<file path="config.mk">
export PLATFORM = sky130hd
export DESIGN_NAME = uart_tx_arbiter
export DESIGN_NICKNAME = d
export VERILOG_FILES = /design/src/rtl/uart_tx_arbiter.sv
export SDC_FILE = /design/constraint.sdc
export NUM_CORES = 1
export LEC_CHECK = 0
export ABC_CLOCK_PERIOD_IN_PS = 1800
export BUFFER_PORTS_ARGS = -buffer_cell sky130_fd_sc_hd__buf_2
export CAP_MARGIN = 10
export CORE_MARGIN = 2
export CORE_UTILIZATION = 43
export CTS_BUF_LIST = sky130_fd_sc_hd__clkbuf_8
export DETAILED_ROUTE_END_ITERATION = 10
export PLACE_DENSITY_LB_ADDON = 0.05
export SLEW_MARGIN = 10
export SYNTH_ARGS = -nofsm -noshare
export SYNTH_HDL_FRONTEND = slang
export SYNTH_SLANG_ARGS = --single-unit
</file>
<file path="constraint.sdc">
create_clock -name clk -period 1.8 [get_ports clk]
set_input_delay 0.45 -clock clk [delete_from_list [all_inputs] [get_ports clk]]
set_output_delay 0.45 -clock clk [all_outputs]
set_load 0.02 [all_outputs]
</file>
<file path="src/rtl/uart_tx_arbiter.sv">
// Round-robin arbiter sharing one UART TX write path among NUM_REQ byte producers.
// A grant is held until the message's last byte or MAX_BURST beats, whichever comes first.
module uart_tx_arbiter #(
  parameter int NUM_REQ    = 4,
  parameter int DATA_WIDTH = 8,
  parameter int MAX_BURST  = 16,
  parameter int CNT_WIDTH  = 5,
  localparam int IDX_W     = (NUM_REQ > 1) ? $clog2(NUM_REQ) : 1
) (
  input  logic                          clk,
  input  logic                          rstn,
  input  logic [NUM_REQ-1:0]            req_valid,
  output logic [NUM_REQ-1:0]            req_ready,
  input  logic [NUM_REQ*DATA_WIDTH-1:0] req_data,
  input  logic [NUM_REQ-1:0]            req_last,
  output logic                          valid_out,
  input  logic                          ready_out,
  output logic [DATA_WIDTH-1:0]         data_out,
  output logic [IDX_W-1:0]              grant_id,
  output logic                          busy
);

  typedef enum logic {IDLE = 1'b0, GRANT = 1'b1} state_t;

  state_t                state_reg;
  logic [IDX_W-1:0]      rr_ptr_reg;
  logic [CNT_WIDTH-1:0]  beat_cnt_reg;
  logic [DATA_WIDTH-1:0] data_arr [NUM_REQ];
  logic [IDX_W-1:0]      winner_next;
  logic [IDX_W-1:0]      ptr_next;
  logic                  any_valid;
  logic                  beat;
  logic                  release_beat;

  generate
    for (genvar gi = 0; gi < NUM_REQ; gi++) begin : g_req
      assign data_arr[gi]  = req_data[gi*DATA_WIDTH +: DATA_WIDTH];
      assign req_ready[gi] = (state_reg == GRANT) && (grant_id == IDX_W'(gi)) && ready_out;
    end
  endgenerate

  // data_out follows grant_id even outside a grant, so it never carries X.
  assign data_out     = data_arr[grant_id];
  assign valid_out    = (state_reg == GRANT) && req_valid[grant_id];
  assign beat         = valid_out && ready_out;
  assign release_beat = beat && (req_last[grant_id] ||
                                 (beat_cnt_reg == CNT_WIDTH'(MAX_BURST - 1)));
  assign ptr_next     = (grant_id == IDX_W'(NUM_REQ - 1)) ? '0 : grant_id + IDX_W'(1);

  // Circular search from rr_ptr; scanning downwards lets the nearest candidate win last.
  always_comb begin
    logic [IDX_W:0] cand;
    any_valid   = 1'b0;
    winner_next = rr_ptr_reg;
    cand        = '0;
    for (int k = NUM_REQ - 1; k >= 0; k--) begin
      cand = {1'b0, rr_ptr_reg} + (IDX_W+1)'(k);
      if (cand >= (IDX_W+1)'(NUM_REQ)) begin
        cand = cand - (IDX_W+1)'(NUM_REQ);
      end
      if (req_valid[cand[IDX_W-1:0]]) begin
        any_valid   = 1'b1;
        winner_next = cand[IDX_W-1:0];
      end
    end
  end

  always_ff @(posedge clk) begin
    if (!rstn) begin
      state_reg    <= IDLE;
      grant_id     <= '0;
      rr_ptr_reg   <= '0;
      beat_cnt_reg <= '0;
      busy         <= 1'b0;
    end else begin
      case (state_reg)
        IDLE: begin
          if (any_valid) begin
            grant_id     <= winner_next;
            beat_cnt_reg <= '0;
            state_reg    <= GRANT;
            busy         <= 1'b1;
          end
        end
        GRANT: begin
          if (beat) begin
            beat_cnt_reg <= beat_cnt_reg + CNT_WIDTH'(1);
            if (release_beat) begin
              state_reg  <= IDLE;
              busy       <= 1'b0;
              rr_ptr_reg <= ptr_next;
            end
          end
        end
        default: begin
          state_reg <= IDLE;
          busy      <= 1'b0;
        end
      endcase
    end
  end

endmodule

</file>
==> flow_results.xml <==
<?xml version="1.0" encoding="UTF-8"?>
<metrics>
  <group name="outcome">
    <metric name="result_of_the_run" unit="">finished with violations</metric>
    <metric name="violations" unit="">negative setup slack</metric>
  </group>
  <group name="timing">
    <metric name="fmax" unit="GHz">0.535</metric>
    <metric name="hold_viol_final" unit="">0</metric>
    <metric name="grt_setup_unrepaired" unit="">yes</metric>
    <metric name="worstMarginPinSlew" unit="ps">473</metric>
    <metric name="setup_viol_count_final" unit="">11</metric>
    <metric name="hold_ws" unit="ps">448</metric>
    <metric name="min_period" unit="ps">1870</metric>
    <metric name="slew_headroom" unit="">0.684</metric>
    <metric name="clock-skew-final" unit="ps">0.934</metric>
    <metric name="layout_setup_ws" unit="ps">-68.5</metric>
    <metric name="min_period_over_period" unit="">1.04</metric>
    <metric name="slew_violations" unit="">0</metric>
    <metric name="setup_tns" unit="ps">-512</metric>
  </group>
  <group name="clocking">
    <metric name="worstSkewPairLatency" unit="ps">240</metric>
    <metric name="tritoncts" unit="">yes</metric>
    <metric name="clk_pin_slew" unit="ps">50</metric>
    <metric name="number_of_cts_inserted_buffers" unit="">3</metric>
    <metric name="clock_tree.buffer_depth" unit="">2</metric>
    <metric name="htree_levels" unit="">1</metric>
    <metric name="clock-sinks" unit="">11</metric>
    <metric name="root_buffer" unit="">clkbuf_8</metric>
  </group>
  <group name="global_routing">
    <metric name="grt_first_pass_wirelength" unit="microns">3970</metric>
    <metric name="grt_antenna_before_repair" unit="">0</metric>
    <metric name="total_grt_usage" unit="">0.203</metric>
    <metric name="global_route.overflow_total" unit="">0</metric>
    <metric name="grt_pass1_vias" unit="">939</metric>
    <metric name="largest_net_degree_at_the_start_of_global_routing" unit="">17</metric>
  </group>
  <group name="detailed_routing">
    <metric name="detail_route.wirelength" unit="microns">2610</metric>
    <metric name="remaining_drc_errors" unit="">0</metric>
    <metric name="routed-via-count" unit="">1019</metric>
    <metric name="drt_pre_antenna_iters" unit="">4</metric>
    <metric name="drt.antenna.violating_nets" unit="">0</metric>
    <metric name="wl_per_cell" unit="microns">13.4</metric>
    <metric name="routed_via_density" unit="">5.25</metric>
    <metric name="drt-initial-drc-count" unit="">14</metric>
  </group>
  <group name="power_and_ir_drop">
    <metric name="power.density" unit="nW/um^2">546</metric>
    <metric name="vdd_ir_drop_max" unit="mV">0.524</metric>
    <metric name="total_leakage_power" unit="nW">0.685</metric>
  </group>
  <group name="placed_design">
    <metric name="placedInstanceArea" unit="sq um">1310</metric>
    <metric name="placed_cells_incl_taps" unit="">187</metric>
    <metric name="place.detailed.hpwl" unit="microns">2030</metric>
    <metric name="buffer_ports.inserted" unit="">58</metric>
    <metric name="gpl.final_weighted_congestion" unit="">0.773</metric>
    <metric name="pre_cts_slack" unit="ps">-94.0</metric>
  </group>
  <group name="logic_synthesis">
    <metric name="yosys_most_used_dff" unit="">dfxtp_1</metric>
    <metric name="asyncSetResetFlopFracSynth" unit="">0</metric>
    <metric name="synth_edf_count" unit="">0</metric>
    <metric name="mappedNetlistNets" unit="">146</metric>
    <metric name="yosys_warnings" unit="">0</metric>
    <metric name="synth.lib_cells_used.distinct" unit="">31</metric>
    <metric name="synth-seq-cells" unit="">11</metric>
    <metric name="syn_area" unit="sq um">916</metric>
    <metric name="postSynthAreaPerCell" unit="sq um">9.44</metric>
    <metric name="sequential_area_share_after_synthesis" unit="">0.240</metric>
    <metric name="post_synth_inst_count" unit="">97</metric>
  </group>
  <group name="finish">
    <metric name="nNetsFinal" unit="">217</metric>
    <metric name="most_frequent_cells_in_the_layout" unit="">buf_2 (48), buf_6 (11), mux4_2 (10), buf_4 (10), dfxtp_1 (9)</metric>
    <metric name="layout-area-overhead-vs-synth" unit="%">60.9</metric>
    <metric name="final_layout_size_suffix_gt1_frac" unit="">0.551</metric>
    <metric name="largest_register_ffs" unit="">5</metric>
    <metric name="insertedDiodeCount" unit="">0</metric>
    <metric name="fill_cells" unit="">151</metric>
    <metric name="most_frequent_standard_cell_in_the_layout_excluding_fill_and_tap_cells" unit="">buf_2</metric>
    <metric name="layout.cells.non_filler" unit="">194</metric>
    <metric name="fin_area" unit="sq um">1470</metric>
  </group>
  <group name="setup_path">
    <metric name="crit_type" unit="">reg -&gt; out</metric>
    <metric name="critPathRequiredTime" unit="ps">1350</metric>
    <metric name="rr_worst_depth" unit="">6</metric>
    <metric name="timing.critical_path.arrival" unit="ps">1420</metric>
    <metric name="path_max_fanout" unit="">5</metric>
    <metric name="crit_path_end_kind" unit="">primary output</metric>
    <metric name="startpoint_type" unit="">flop</metric>
  </group>
  <group name="die">
    <metric name="ios" unit="">59</metric>
    <metric name="core.rowCount" unit="">16</metric>
    <metric name="fp.coreArea" unit="sq um">1980</metric>
    <metric name="start_util" unit="">0.462</metric>
    <metric name="die-height" unit="microns">50.2</metric>
    <metric name="floorplan.die.width" unit="microns">50.2</metric>
    <metric name="die_area" unit="sq um">2520</metric>
  </group>
  <group name="min_path">
    <metric name="hold_path_class" unit="">reg -&gt; reg</metric>
    <metric name="whs_path_depth" unit="">2</metric>
  </group>
  <group name="run">
    <metric name="timing.max_cap.violations" unit="">0</metric>
  </group>
</metrics>
## worst max-delay path: stages (launching register included)
cell,delay [ps]
dfxtp_4,390
clkbuf_16,150
mux4_2,490
buf_6,150
## layout make-up
| class | count | area, sq um | share of cell area |
|---|---|---|---|
| Clock inverter | 1 | 3.75 | 0.00255 |
| Clock buffer | 3 | 41.3 | 0.0280 |
| Inverter | 4 | 15.0 | 0.0102 |
| Sequential cell | 11 | 225 | 0.153 |
| Tap cell | 27 | 33.8 | 0.0229 |
| Multi-Input combinational cell | 77 | 671 | 0.455 |
| Timing Repair Buffer | 71 | 484 | 0.329 |
## metrics by stage
step | util | total power [mW]
final | 0.744 | 0.805
after global routing | 0.744 | 0.849
after CTS | 0.693 | 0.775
after detailed placement | 0.661 | 0.524
after global placement | 0.661 | 0.518
after floorplan | - | 0.413
## cell usage after synthesis (all sizes together), types with 3 or more instances
library cell | n | area, sq um
ha | 6 | 75.1
and3 | 8 | 50.1
o21ai | 7 | 35.0
nand2 | 8 | 30.0
mux4 | 10 | 225
buf | 3 | 12.5
nor2 | 5 | 18.8
dfxtp | 11 | 220
nand3 | 9 | 57.6
inv | 4 | 15.0
nor2b | 3 | 18.8
a21oi | 3 | 15.0
## kinds of logic after synthesis
group / after synthesis / synth area share
flip-flops: 11 / 0.240
AO/OA/AOI/OAI: 18 / 0.131
buffers and inverters: 9 / 0.0382
AND/OR/NAND/NOR: 43 / 0.262
adder cells (fa/ha/maj): 6 / 0.0820
multiplexers: 10 / 0.246
## path summary, 6_finish.rpt
path / from / end / slack, ps
hold / removal: busy$_SDFFE_PN0P_ / busy$_SDFFE_PN0P_ / 450
setup reg to reg: grant_id[0]$_SDFFE_PN0P_ / beat_cnt_reg[3]$_SDFFE_PN0P_ / 170
hold reg to reg: busy$_SDFFE_PN0P_ / busy$_SDFFE_PN0P_ / 450
setup / recovery: grant_id[0]$_SDFFE_PN0P_ / data_out[0] / -70
## report_power, final
part | internal (mW) | leakage [nW] | switching (mW)
Combinational | 0.166 | 0.567 | 0.132
Sequential | 0.254 | 0.0909 | 0.0148
Clock | 0.149 | 0.0269 | 0.0888
Total | 0.569 | 0.685 | 0.235
## what timing repair did
action / in CTS / in global routing
resized for setup: 4 / 21
setup endpoints to repair: 12 / 12
hold buffers: 0 / 0
gates cloned: 0 / 1
setup buffers: 1 / 1
## layer usage
layer  track usage  vias to the layer above  wire (microns)
met4        0.0694                        0              31
li1              -                      509               -
met3        0.0387                        5             190
met1         0.250                      461            1090
met2         0.351                       44            1300
met5             0                        -               0
Power figures use the tool's default switching activity.
